`src/rtl/gpgpu_rf_pkg.sv`:
```
// Shared constants and helpers for the operand register-file bank arbiter.
// Slot IDs are {OCID[1:0], src_sel}; bank IDs select one of the RF banks.
package gpgpu_rf_pkg;

    localparam int NUM_BANK = 4;
    localparam int NUM_REQ  = 8;
    localparam int ROW_W    = 3;
    localparam int DATA_W   = 256;
    localparam int SLOT_W   = 3;
    localparam int BANK_W   = 2;
    localparam int CNT_W    = 16;

    localparam logic [CNT_W-1:0] CNT_MAX = 16'hFFFF;

    // One-hot bank select used for the write-enable vector.
    function automatic logic [NUM_BANK-1:0] bank_onehot(input logic [BANK_W-1:0] bank);
        logic [NUM_BANK-1:0] oh;
        oh       = {NUM_BANK{1'b0}};
        oh[bank] = 1'b1;
        return oh;
    endfunction

endpackage

```
`src/rtl/rr_arbiter.sv`:
```
// 8-way round-robin arbiter for one RF bank. The search starts at the
// registered pointer, which moves just past the most recent winner.
module rr_arbiter
    import gpgpu_rf_pkg::*;
(
    input  logic               clk,
    input  logic               rst,
    input  logic [NUM_REQ-1:0] req_i,
    input  logic               en_i,
    output logic [NUM_REQ-1:0] gnt_o,
    output logic [SLOT_W-1:0]  idx_o,
    output logic               valid_o
);

    logic [SLOT_W-1:0] ptr_q;
    logic [SLOT_W-1:0] ptr_d;
    logic [SLOT_W-1:0] cand_s;

    // Winner search: walking offsets downward leaves the closest requester to ptr as the winner.
    always_comb begin
        gnt_o   = {NUM_REQ{1'b0}};
        idx_o   = {SLOT_W{1'b0}};
        valid_o = 1'b0;
        ptr_d   = ptr_q;
        cand_s  = {SLOT_W{1'b0}};
        if (en_i) begin
            for (int off = NUM_REQ - 1; off >= 0; off--) begin
                cand_s = ptr_q + SLOT_W'(off);
                if (req_i[cand_s]) begin
                    idx_o   = cand_s;
                    valid_o = 1'b1;
                end else begin
                    idx_o   = idx_o;
                end
            end
            if (valid_o) begin
                gnt_o[idx_o] = 1'b1;
                ptr_d        = idx_o + 3'd1;
            end else begin
                ptr_d = ptr_q;
            end
        end else begin
            ptr_d = ptr_q;
        end
    end

    // Round-robin pointer register.
    always_ff @(posedge clk or negedge rst) begin
        if (!rst) begin
            ptr_q <= {SLOT_W{1'b0}};
        end else begin
            ptr_q <= ptr_d;
        end
    end

endmodule

```
`src/rtl/rf_bank_arbiter.sv`:
```
// Read/write port arbiter for the banked operand register file: per-bank
// round-robin read grants, writeback priority, and slot tags aligned to RF data.
module rf_bank_arbiter
    import gpgpu_rf_pkg::*;
(
    input  logic                       clk,
    input  logic                       rst,
    input  logic [NUM_REQ-1:0]         req_valid,
    input  logic [BANK_W*NUM_REQ-1:0]  req_bank,
    input  logic [ROW_W*NUM_REQ-1:0]   req_row,
    output logic [NUM_REQ-1:0]         req_grant,
    input  logic                       wr_valid,
    input  logic [BANK_W-1:0]          wr_bank,
    input  logic [ROW_W-1:0]           wr_row,
    input  logic [DATA_W-1:0]          wr_data,
    output logic [NUM_BANK-1:0]        bank_rd_en,
    output logic [ROW_W*NUM_BANK-1:0]  bank_rd_row,
    output logic [NUM_BANK-1:0]        bank_wr_en,
    output logic [ROW_W-1:0]           bank_wr_row,
    output logic [DATA_W-1:0]          bank_wr_data,
    output logic [NUM_BANK-1:0]        rsp_valid,
    output logic [SLOT_W*NUM_BANK-1:0] rsp_tag,
    output logic [CNT_W-1:0]           conflict_cnt
);

    logic [NUM_REQ-1:0]         cand_s [NUM_BANK];
    logic [NUM_REQ-1:0]         gnt_s  [NUM_BANK];
    logic [SLOT_W-1:0]          gidx_s [NUM_BANK];
    logic [NUM_BANK-1:0]        en_s;
    logic [NUM_BANK-1:0]        gvalid_s;
    logic [NUM_REQ-1:0]         grant_any_s;
    logic                       conflict_s;
    logic [ROW_W*NUM_BANK-1:0]  rd_row_d;
    logic [SLOT_W*NUM_BANK-1:0] tag_d;
    logic [NUM_BANK-1:0]        wr_en_d;
    logic [CNT_W-1:0]           cnt_d;

    logic [NUM_BANK-1:0]        rd_en_q;
    logic [ROW_W*NUM_BANK-1:0]  rd_row_q;
    logic [SLOT_W*NUM_BANK-1:0] tag1_q;
    logic [NUM_BANK-1:0]        wr_en_q;
    logic [ROW_W-1:0]           wr_row_q;
    logic [DATA_W-1:0]          wr_data_q;
    logic [NUM_BANK-1:0]        rsp_valid_q;
    logic [SLOT_W*NUM_BANK-1:0] rsp_tag_q;
    logic [CNT_W-1:0]           cnt_q;

    // Candidate decode per bank; a writeback to a bank blocks its read grant.
    always_comb begin
        for (int b = 0; b < NUM_BANK; b++) begin
            en_s[b] = !(wr_valid && (wr_bank == BANK_W'(b)));
            for (int i = 0; i < NUM_REQ; i++) begin
                cand_s[b][i] = req_valid[i] && (req_bank[BANK_W*i +: BANK_W] == BANK_W'(b));
            end
        end
    end

    for (genvar gb = 0; gb < NUM_BANK; gb++) begin : g_bank
        rr_arbiter u_rr (
            .clk     (clk),
            .rst     (rst),
            .req_i   (cand_s[gb]),
            .en_i    (en_s[gb]),
            .gnt_o   (gnt_s[gb]),
            .idx_o   (gidx_s[gb]),
            .valid_o (gvalid_s[gb])
        );
    end

    // Merge bank grants into the slot view and pick the granted row/tag per bank.
    always_comb begin
        grant_any_s = {NUM_REQ{1'b0}};
        rd_row_d    = {(ROW_W*NUM_BANK){1'b0}};
        tag_d       = {(SLOT_W*NUM_BANK){1'b0}};
        for (int b = 0; b < NUM_BANK; b++) begin
            grant_any_s = grant_any_s | gnt_s[b];
            tag_d[SLOT_W*b +: SLOT_W] = gidx_s[b];
            if (gvalid_s[b]) begin
                rd_row_d[ROW_W*b +: ROW_W] = req_row[ROW_W*gidx_s[b] +: ROW_W];
            end else begin
                rd_row_d[ROW_W*b +: ROW_W] = {ROW_W{1'b0}};
            end
        end
    end

    assign req_grant  = rst ? grant_any_s : {NUM_REQ{1'b0}};
    assign conflict_s = |(req_valid & ~req_grant);

    // Write-enable decode and saturating conflict counter next state.
    always_comb begin
        wr_en_d = {NUM_BANK{1'b0}};
        cnt_d   = cnt_q;
        if (wr_valid) begin
            wr_en_d = bank_onehot(wr_bank);
        end else begin
            wr_en_d = {NUM_BANK{1'b0}};
        end
        if (conflict_s && (cnt_q != CNT_MAX)) begin
            cnt_d = cnt_q + 16'd1;
        end else begin
            cnt_d = cnt_q;
        end
    end

    // Stage 1: bank command registers (read and write issue).
    always_ff @(posedge clk or negedge rst) begin
        if (!rst) begin
            rd_en_q   <= {NUM_BANK{1'b0}};
            rd_row_q  <= {(ROW_W*NUM_BANK){1'b0}};
            tag1_q    <= {(SLOT_W*NUM_BANK){1'b0}};
            wr_en_q   <= {NUM_BANK{1'b0}};
            wr_row_q  <= {ROW_W{1'b0}};
            wr_data_q <= {DATA_W{1'b0}};
        end else begin
            rd_en_q  <= gvalid_s;
            rd_row_q <= rd_row_d;
            tag1_q   <= tag_d;
            wr_en_q  <= wr_en_d;
            if (wr_valid) begin
                wr_row_q  <= wr_row;
                wr_data_q <= wr_data;
            end else begin
                wr_row_q  <= wr_row_q;
                wr_data_q <= wr_data_q;
            end
        end
    end

    // Stage 2: tags delayed to line up with the one-cycle RF read data.
    always_ff @(posedge clk or negedge rst) begin
        if (!rst) begin
            rsp_valid_q <= {NUM_BANK{1'b0}};
            rsp_tag_q   <= {(SLOT_W*NUM_BANK){1'b0}};
        end else begin
            rsp_valid_q <= rd_en_q;
            rsp_tag_q   <= tag1_q;
        end
    end

    // Conflict counter register.
    always_ff @(posedge clk or negedge rst) begin
        if (!rst) begin
            cnt_q <= {CNT_W{1'b0}};
        end else begin
            cnt_q <= cnt_d;
        end
    end

    assign bank_rd_en   = rd_en_q;
    assign bank_rd_row  = rd_row_q;
    assign bank_wr_en   = wr_en_q;
    assign bank_wr_row  = wr_row_q;
    assign bank_wr_data = wr_data_q;
    assign rsp_valid    = rsp_valid_q;
    assign rsp_tag      = rsp_tag_q;
    assign conflict_cnt = cnt_q;

endmodule

```
`config.mk`:
```
export PLATFORM = sky130hd
export DESIGN_NAME = rf_bank_arbiter
export DESIGN_NICKNAME = d
export VERILOG_FILES = /design/src/rtl/gpgpu_rf_pkg.sv /design/src/rtl/rr_arbiter.sv /design/src/rtl/rf_bank_arbiter.sv
export SDC_FILE = /design/constraint.sdc
export NUM_CORES = 1
export LEC_CHECK = 0
export ABC_AREA = 0
export BUFFER_PORTS_ARGS = -buffer_cell sky130_fd_sc_hd__buf_2
export CAP_MARGIN = 40
export CORE_AREA = 2 2 248 250
export CTS_CLUSTER_DIAMETER = 80
export CTS_CLUSTER_SIZE = 24
export DETAILED_ROUTE_END_ITERATION = 12
export DIE_AREA = 0 0 250 252
export SKIP_LAST_GASP = 1
export SLEW_MARGIN = 0
export SYNTH_ARGS = -nofsm -noshare
export SYNTH_HDL_FRONTEND = slang
export SYNTH_SLANG_ARGS = --single-unit
```
`constraint.sdc`:
```
create_clock -name clk -period 7.06 [get_ports clk]
set_clock_uncertainty 0.1 [all_clocks]
set_input_delay 1.412 -clock clk [delete_from_list [all_inputs] [get_ports clk]]
set_output_delay 1.412 -clock clk [all_outputs]
set_load 0.01 [all_outputs]
```
==> impl_metrics.ini, run 1 <==
[sta]
slew_violations = 0
setup_viol = 0
min_period_ps = 6704
fin_crit_sh = 0.9496
rsz0062_at_grt = no
setup_tns_ps = 0
worst_pin_slew_ps = 1248
relSlewSlack = 0.1678
finalWorstSetupSlack_ps = 355.8
fmax_mhz = 149.2
hold_viol_final = 0

[setup_path]
critPathLaunchType = flop
ff2ff_path_depth = 18
crit_required_ps = 5550
r2r_start = g_bank[3].u_rr.ptr_q[1]$_DFFE_PN0P_
critPathKind = flop to output port
path_cells = inv_1, ha_1, buf_8, mux4_2, mux2i_1, or2_2, a2111oi_0, o41ai_2, nand2_2, clkinv_4, o32a_1, a31oi_1, buf_2
rr_endpoint = conflict_cnt[15]$_DFFE_PN0P_
arrival_ps = 5190
cp_max_fo = 18
critPathSlowestCell = a2111oi_0
worstSetupEndpointType = output port
path_buf_inv = 4
crit_cells = 13
cp_slowest_stage_delay_ps = 650
regToRegSetupSlack_ps = 1200
critPathTopFamily = compound AO/OA/AOI/OAI gates

[hold_path]
hold_path.class = flop to flop
hold_start = tag1_q[2]$_DFF_PN0_
whs_endpoint = rsp_tag[2]$_DFF_PN0_
worstHoldPathCells = 0

[detailed_routing]
vias = 16790
drc_errors = 0
drt-total-wl_mm = 88.61
via_per_inst = 5.619
drtIter0Drc = 1924
wl_per_cell_um = 29.66
dr.pass1.iters = 6
ant_nets = 0

[clock_tree]
htreeDepth = 1
hold_buffers = 0
post_cts_buffers = 0
insertion_delay_ps = 600
clockRootBuffer = clkbuf_16
cts_tree = built
clock_tree.buffer_depth = 3
clkSinkCount = 335
post_cts_resized = 0
clk_pin_slew_ps = 80
cts_made_buffers = 27

[run_status]
status = complete, no violations

[yosys]
synth_async_sr_flop_share = 1.000
ys_top_cells_by_area = dfrtp_1 (45%), mux2_2 (17%), mux4_2 (5.9%)
synth_commonest_cells = dfrtp_1 (335), mux2_2 (275), nand2_1 (81)
synth_seq_cells = 335
yosysWarnings = 0
synth_edf_count = 0
ys.flop_type = dfrtp_1
syn_area_per_cell_sq_um = 11.75
seq_area_frac_synth = 0.4517
yosys.area.top_type_share = 0.4517
synth_nets = 1902
postSynthCellCount = 1580
synth.most_common_cell = dfrtp_1
synth.distinct_cells = 89
synth_top_cell_by_area = dfrtp_1
syn-cell-area_sq_um = 18560

[global_routing]
antenna_found_initial = 56
grt_usage = 0.2718
overflow = 0
grt_pass1_wl_mm = 122.9
grt_max_degree = 183
grt_pass1_vias = 15920

[floorplan]
die_y_um = 252
dieArea_sq_um = 63000
start_util = 0.3087
die_w_um = 250
core_region_area_sq_um = 60130
num_io_pins = 631
rows = 90

[final_layout]
synthToLayoutAreaGrowth_pct = 27.62
finalNetCount = 2489
fillers = 6003
drive_gt1_frac = 0.4982

[power]
p_leak_nw = 10.82
cellPowerDensity_nw_per_um2 = 464.4
irDropWorstVdd_mv = 0.3661

[placement]
place_ws_ps = 752.0
routabilityCongestion = 0.9623
dp_hpwl_mm = 72.68
portBuffers = 630

[flow_run]
maxCapViolations = 0
## through the flow
stage	hold WS [ps]	instance area (sq um)	power, W	cells	utilization
2_1_floorplan	231.2	18560	0.006812	1580	-
3_3_place_gp	236.1	22560	0.009117	2917	0.3752
3_5_place_dp	234.7	22630	0.009171	2920	0.3764
4_1_cts	248.9	23640	0.01096	2970	0.3932
5_1_grt	257.2	23660	0.01167	2975	0.3934
6_report	252.8	23690	0.01100	2987	0.3939
## kinds of logic after synthesis
kind of cell	after synthesis	share of synthesized area
buffers and inverters	166	0.03775
DFF	335	0.4517
adders and majority gates	10	0.006741
and+or+nand+nor	368	0.1142
AOI/OAI and AO/OA	280	0.1125
muxes	388	0.2612
xor gates and xnor gates	33	0.01598
## worst reg2reg max path: stages (launching register included)
cell and delay, ps:
dfrtp_1 480, inv_1 390, ha_1 380, xor2_1 310, buf_4 240, nor2_1 50, a2111oi_0 780, nor4_1 150
o221ai_1 240, nand3_1 190, nand2_1 330, buf_4 230, nor3_1 70, o31ai_1 380, a222oi_1 210, buf_4 190
a31oi_2 600, nand4_1 260, xnor2_1 180
## cell type report
cell class	instances	area, sq um	share of cell area
antenna	17	42.54	0.001796
clock buffer	28	679.4	0.02868
clock inverter	22	331.6	0.01400
inverter	43	166.4	0.007026
multi-input combinational	1079	9477	0.4001
sequential	335	8383	0.3539
tap	782	978.4	0.04131
timing repair buffer	681	3628	0.1532
## worst max-delay path by stage
stage                                              from            to  slack (ps)
finish              g_bank[3].u_rr.ptr_q[1]$_DFFE_PN0P_  req_grant[1]         360
floorplan                                   req_bank[6]  req_grant[5]        1410
global route        g_bank[1].u_rr.ptr_q[1]$_DFFE_PN0P_  req_grant[7]         180
CTS                 g_bank[3].u_rr.ptr_q[1]$_DFFE_PN0P_  req_grant[1]         500
global placement                            req_bank[3]  req_grant[6]         840
detailed placement                          req_bank[0]  req_grant[5]         750
## flip-flops by register name, summed over array words and instances (netlist names)
name and flops:
bank_rd_en 4, bank_rd_row 12, bank_wr_data 256, bank_wr_en 4, bank_wr_row 3, conflict_cnt 16
g_bank.u_rr.ptr_q 12, rsp_tag 12, rsp_valid 4, tag1_q 12
## where the power goes
part / switching, W / total, W / internal (W) / leakage, nW
Combinational: 0.00412 / 0.00674 / 0.00262 / 6.38
Sequential: 0.000226 / 0.00251 / 0.00228 / 3.95
Clock: 0.000928 / 0.00175 / 0.000821 / 0.488
Total: 0.00528 / 0.0110 / 0.00572 / 10.8
## metal layers
layer	up-vias	routed length, um	GRT usage
li1	7185	-	-
met1	8440	36770	0.3714
met2	961	37980	0.4018
met3	171	10620	0.09935
met4	28	3064	0.07938
met5	-	177	0
## placed cells by master (no fill, tap or decap), drive strengths merged, types with 19 or more instances in the layout
| cell | instances |
|---|---|
| nand3 | 28 |
| o211ai | 21 |
| a21oi | 48 |
| dfrtp | 335 |
| and3 | 19 |
| nor2 | 62 |
| nor3 | 20 |
| nand2 | 82 |
| mux2i | 62 |
| xnor2 | 24 |
| o21ai | 36 |
| clkbuf | 28 |
| buf | 681 |
| mux2 | 277 |
| inv | 52 |
| mux4 | 49 |
Power figures use the tool's default switching activity.
==> run 2, diff against run 1 <==
==> constraint.sdc (replaced) <==
create_clock -name clk -period 7.06 [get_ports clk]
set_clock_uncertainty 0.1 [all_clocks]
set_input_delay 0.706 -clock clk [delete_from_list [all_inputs] [get_ports clk]]
set_output_delay 0.706 -clock clk [all_outputs]
set_load 0.01 [all_outputs]
==> run 2 against run 1 <==
Effect of this change: global-route usage rose by 0.67 points; hold slack got worse by 25 ps; sequential power rose by 2%; sequential share of layout area rose by 0.24 points; clock power fell by 6%; worst setup slack improved by 750 ps; critical path depth fell by 1; die area did not move; via count fell by 0.15%; final cell count fell by 0.44%; critical endpoint unchanged; largest cell class unchanged.
==> impl_metrics.ini, run 2 (synthesized netlist as in run 1, its figures left out) <==
[detailed_routing]
ant_nets = 0
vias = 16760
drt-total-wl_mm = 90.29
dr.pass1.iters = 5
via_per_inst = 5.635
drtIter0Drc = 1690
wl_per_cell_um = 30.36
drc_errors = 0

[sta]
fin_crit_sh = 0.8437
min_period_ps = 5957
finalWorstSetupSlack_ps = 1103
setup_viol = 0
worst_pin_slew_ps = 1076
relSlewSlack = 0.2827
fin_hold_ws_ps = 227.4
fmax_mhz = 167.9
slew_violations = 0
setup_tns_ps = 0
hold_viol_final = 0
rsz0062_at_grt = no

[clock_tree]
insertion_delay_ps = 580
hold_buffers = 1
clock_tree.buffer_depth = 3
clockRootBuffer = clkbuf_16
post_cts_resized = 0
clkSinkCount = 335
clk_pin_slew_ps = 100
post_cts_buffers = 0
cts_made_buffers = 26
htreeDepth = 1
cts_tree = built

[global_routing]
grt_max_degree = 153
grt_pass1_vias = 16130
overflow = 0
grt_pass1_wl_mm = 125.5
grt_usage = 0.2784
antenna_found_initial = 76

[final_layout]
layout_commonest_cell = buf_2
largest_reg_flops = 256
synthToLayoutAreaGrowth_pct = 26.75
layout_common_cells = buf_2 (628), dfrtp_1 (335), mux2_2 (275)
finalNetCount = 2473
drive_gt1_frac = 0.4933

[setup_path]
critPathKind = flop to output port
arrival_ps = 5150
critPathLaunchType = flop
cp_max_fo = 23
worstSetupEndpointType = output port
crit_required_ps = 6250

[power]
cellPowerDensity_nw_per_um2 = 452.2
irDropWorstVdd_mv = 0.2238
p_leak_nw = 10.72
pwr-share-comb = 0.605
p_clk_frac = 0.155
power.internal_w = 0.005570
switching_share = 0.4765
p_sw_w = 0.005069
seqPwrFrac = 0.239

[floorplan]
die_w_um = 250
die_y_um = 252
num_io_pins = 631
start_util = 0.3087
core_region_area_sq_um = 60130
rows = 90
dieArea_sq_um = 63000

[placement]
portBuffers = 630
routabilityCongestion = 0.9612
dp_hpwl_mm = 73.83
place_ws_ps = 1348

[run_status]
status = complete, no violations

[flow_run]
maxCapViolations = 0

[hold_path]
hold_path.class = primary input to flop
-- run 2: cell count changes in the layout (fill, tap and decap cells not counted), moves of 2 or more --
cell      previous run  this run
buf_4               46        31
clkinv_2             3         1
clkinv_4             1         3
clkinv_8             2         5
diode_2             17        23
inv_12               3         1
inv_8                2         0
-- run 2: final timing paths --
| kind | startpoint | endpoint | slack (ps) | depth (start not counted) |
|---|---|---|---|---|
| setup reg to reg | g_bank[3].u_rr.ptr_q[0]$_DFFE_PN0P_ | conflict_cnt[13]$_DFFE_PN0P_ | 1270 | 15 |
| min in group asynchronous | rst | bank_wr_data[246]$_DFFE_PN0P_ | 580 | 2 |
| hold / removal | wr_data[169] | bank_wr_data[169]$_DFFE_PN0P_ | 230 | 2 |
| max in group asynchronous | rst | rsp_tag[3]$_DFF_PN0_ | 4160 | 5 |
| setup / recovery | g_bank[3].u_rr.ptr_q[0]$_DFFE_PN0P_ | req_grant[1] | 1100 | 12 |
| hold reg to reg | tag1_q[11]$_DFF_PN0_ | rsp_tag[11]$_DFF_PN0_ | 250 | 0 |
-- run 2: routing by layer --
metal	part of all wire	global-route usage
met2	0.44	0.4188
met3	0.13	0.1373
met1	0.40	0.3545
met5	0.0042	0
met4	0.031	0.07476
-- run 2: final cells by class --
type / instances / area [sq um]
timing repair buffer: 666 / 3518
clock inverter: 18 / 276.5
inverter: 43 / 166.4
clock buffer: 28 / 668.1
antenna: 23 / 57.56
tap: 782 / 978.4
multi-input combinational: 1079 / 9477
fill: 5976 / 36610
sequential: 335 / 8383
-- run 2: critical path, stage by stage (launching register included) --
cell       delay [ps]
dfrtp_1           890
inv_1             150
ha_1              680
mux2i_1           270
o22ai_1           430
o21ai_0           160
a2111oi_0         560
o41ai_2           200
nand2_2           240
clkinv_4          130
o32a_1            360
a31oi_1           270
buf_2             220
-- run 2: metrics by stage --
step	utilization	cell area [sq um]	instances	total power [W]
finish	0.3912	23530	2974	0.01064
global route	0.3906	23490	2960	0.01132
detailed placement	0.3744	22510	2904	0.008921
CTS	0.3903	23470	2951	0.01061
floorplan	-	18560	1580	0.006812
global placement	0.3730	22430	2901	0.008888
-- run 2: power groups by stage --
| stage | Clock (W) | Combinational [W] | Sequential (W) |
|---|---|---|---|
| after CTS | 0.00171 | 0.00636 | 0.00255 |
| after floorplan | 0 | 0.00421 | 0.00260 |
| after global routing | 0.00177 | 0.00696 | 0.00259 |
| final | 0.00165 | 0.00644 | 0.00255 |
| after global placement | 0 | 0.00629 | 0.00259 |
| after detailed placement | 0 | 0.00634 | 0.00258 |
==> run 3, diff against run 2 <==
- ABC_AREA: 0 -> 1
- clock period: 7.06 -> 5.9 ns (I/O delays scaled with it)
==> run 3 against run 2 <==
Effect of this change: register-to-register slack about the same; combinational power up 15%; flip-flop and latch count unchanged; die area unchanged; count of clock-buffer cells in the layout unchanged; synthesized cell count up 40%; via count up 0.19%; worst setup slack worse by 330 ps; design area down 8.5%; highest routed layer unchanged.
==> impl_metrics.ini, run 3 <==
[detailed_routing]
vias = 16790
drt-total-wl_mm = 67.53
wl_per_cell_um = 18.67
dr.pass1.iters = 9
drc_errors = 0
drtIter0Drc = 1433
ant_nets = 0
via_per_inst = 4.642

[placement]
routabilityCongestion = 0.9297
dp_hpwl_mm = 53.38
portBuffers = 630
dp.cells = 3553

[flow_run]
maxCapViolations = 0

[setup_path]
critPathKind = flop to output port
path_cells = inv_1, ha_1, inv_1, nand2_1, nand3_1, nand2_1, inv_1, nand2_1, nand2_1, nand2_1, nand2_1, nand2_1, nand2_1, nand2_1, nand2_1, nand2_1, nor2_1, nor2_1, nand2_1, nand2_1, inv_1, buf_2
critPathSlowestCell = dfrtp_1
crit_required_ps = 5210
worstSetupEndpointType = output port
cp_slowest_stage_delay_ps = 630
crit_top_cell = nand2_1
cp_max_fo = 24
arrival_ps = 4440
critPathLaunchType = flop

[yosys]
postSynthCellCount = 2219
synth_edf_count = 0
syn_area_per_cell_sq_um = 7.467
seq_area_frac_synth = 0.5060
yosys.area.top_type_share = 0.5060
synth.distinct_cells = 42
synth_nets = 2541
synth_commonest_cells = nand2_1 (1067), dfrtp_1 (335), nand3_1 (186)
synth_top_cell_by_area = dfrtp_1
synth_seq_cells = 335
yosysWarnings = 0
ys.flop_type = dfrtp_1
ys_top_cells_by_area = dfrtp_1 (51%), nand2_1 (24%), nand3_1 (5.6%)
syn-cell-area_sq_um = 16570
synth_async_sr_flop_share = 1.000
synth.most_common_cell = nand2_1

[clock_tree]
cts_made_buffers = 26
insertion_delay_ps = 590
clock_tree.buffer_depth = 3
htreeDepth = 1
cts_tree = built
clk_pin_slew_ps = 100
post_cts_resized = 0
clockRootBuffer = clkbuf_16
hold_buffers = 1
clkSinkCount = 335
post_cts_buffers = 0

[global_routing]
overflow = 0
grt_usage = 0.2051
grt_pass1_wl_mm = 99.17
grt_max_degree = 133
antenna_found_initial = 40
grt_pass1_vias = 15790

[floorplan]
num_io_pins = 631
die_w_um = 250
start_util = 0.2755
die_y_um = 252
core_region_area_sq_um = 60130
dieArea_sq_um = 63000
rows = 90

[power]
irDropWorstVdd_mv = 0.4046
cellPowerDensity_nw_per_um2 = 580.6
p_leak_nw = 12.30

[sta]
setup_tns_ps = 0
slew_violations = 0
fin_crit_sh = 0.8697
hold_viol_final = 0
fin_hold_ws_ps = 95.99
rsz0062_at_grt = no
setup_viol = 0
worst_pin_slew_ps = 876.4
fmax_mhz = 194.9
relSlewSlack = 0.4157
min_period_ps = 5131

[final_layout]
synthToLayoutAreaGrowth_pct = 29.87
fin_util = 0.3578
layout_commonest_cell = nand2_1
largest_reg_flops = 256
drive_gt1_frac = 0.2697
finalNetCount = 3122
final_cells = 3617
layout_common_cells = nand2_1 (1067), buf_2 (630), dfrtp_1 (335)

[hold_path]
hold_path.class = primary input to flop

[run_status]
status = complete, no violations
## run 3: layout make-up
cell class / instances / area, sq um
Antenna cell: 17 / 42.54
Clock buffer: 28 / 678.2
Clock inverter: 18 / 302.8
Fill cell: 6523 / 38610
Inverter: 150 / 573.1
Multi-Input combinational cell: 1641 / 7186
Sequential cell: 335 / 8383
Tap cell: 782 / 978.4
Timing Repair Buffer: 646 / 3374
## run 3: where the power goes
group / leakage (nW) / total [W] / internal [W] / switching, W
combinational: 7.75 / 0.00742 / 0.00238 / 0.00504
sequential: 4.07 / 0.00306 / 0.00272 / 0.000334
clock: 0.474 / 0.00202 / 0.000967 / 0.00106
total: 12.3 / 0.0125 / 0.00606 / 0.00643
## run 3: kinds of logic after synthesis
kind of cell,synth area share
xor gates and xnor gates,0.01518
adders and majority gates,0.007552
and+or+nand+nor,0.3646
DFF,0.5060
buffers and inverters,0.06034
AOI/OAI and AO/OA,0.04637
## run 3: final timing paths
| kind | start | to | slack [ps] | cells past startpoint |
|---|---|---|---|---|
| max reg2reg | g_bank[3].u_rr.ptr_q[0]$_DFFE_PN0P_ | conflict_cnt[4]$_DFFE_PN0P_ | 1270 | 27 |
| max in group asynchronous | rst | bank_rd_en[1]$_DFF_PN0_ | 4040 | 3 |
| min in group asynchronous | rst | bank_wr_data[83]$_DFFE_PN0P_ | 450 | 2 |
| min | wr_data[138] | bank_wr_data[138]$_DFFE_PN0P_ | 100 | 3 |
| min reg2reg | tag1_q[7]$_DFF_PN0_ | rsp_tag[7]$_DFF_PN0_ | 250 | 0 |
| max | g_bank[3].u_rr.ptr_q[0]$_DFFE_PN0P_ | req_grant[1] | 770 | 22 |
## run 3: routing by layer
layer	wire length (um)	part of all wire	up-vias	global-route usage
met5	54	0.00080	-	0
met4	2312	0.034	8	0.06330
met3	5343	0.079	143	0.04632
met2	32120	0.48	670	0.3463
met1	27700	0.41	7833	0.2612
li1	-	-	8137	-
## run 3: stage by stage
step / instance area [sq um] / power, W / setup WS [ps]
floorplan: 16570 / 0.008360 / 2631
global placement: 20370 / 0.01042 / 1451
detailed placement: 20480 / 0.01043 / 1421
CTS: 21480 / 0.01250 / 870.0
global route: 21500 / 0.01371 / 383.5
finish: 21520 / 0.01249 / 768.6
## run 3: worst max-delay path, delay by kind of cell (launching register included)
family	cells	cell delay, ps
simple gates	16	1860
flops	1	630
buf+inv	5	820
fa+ha+maj	1	550
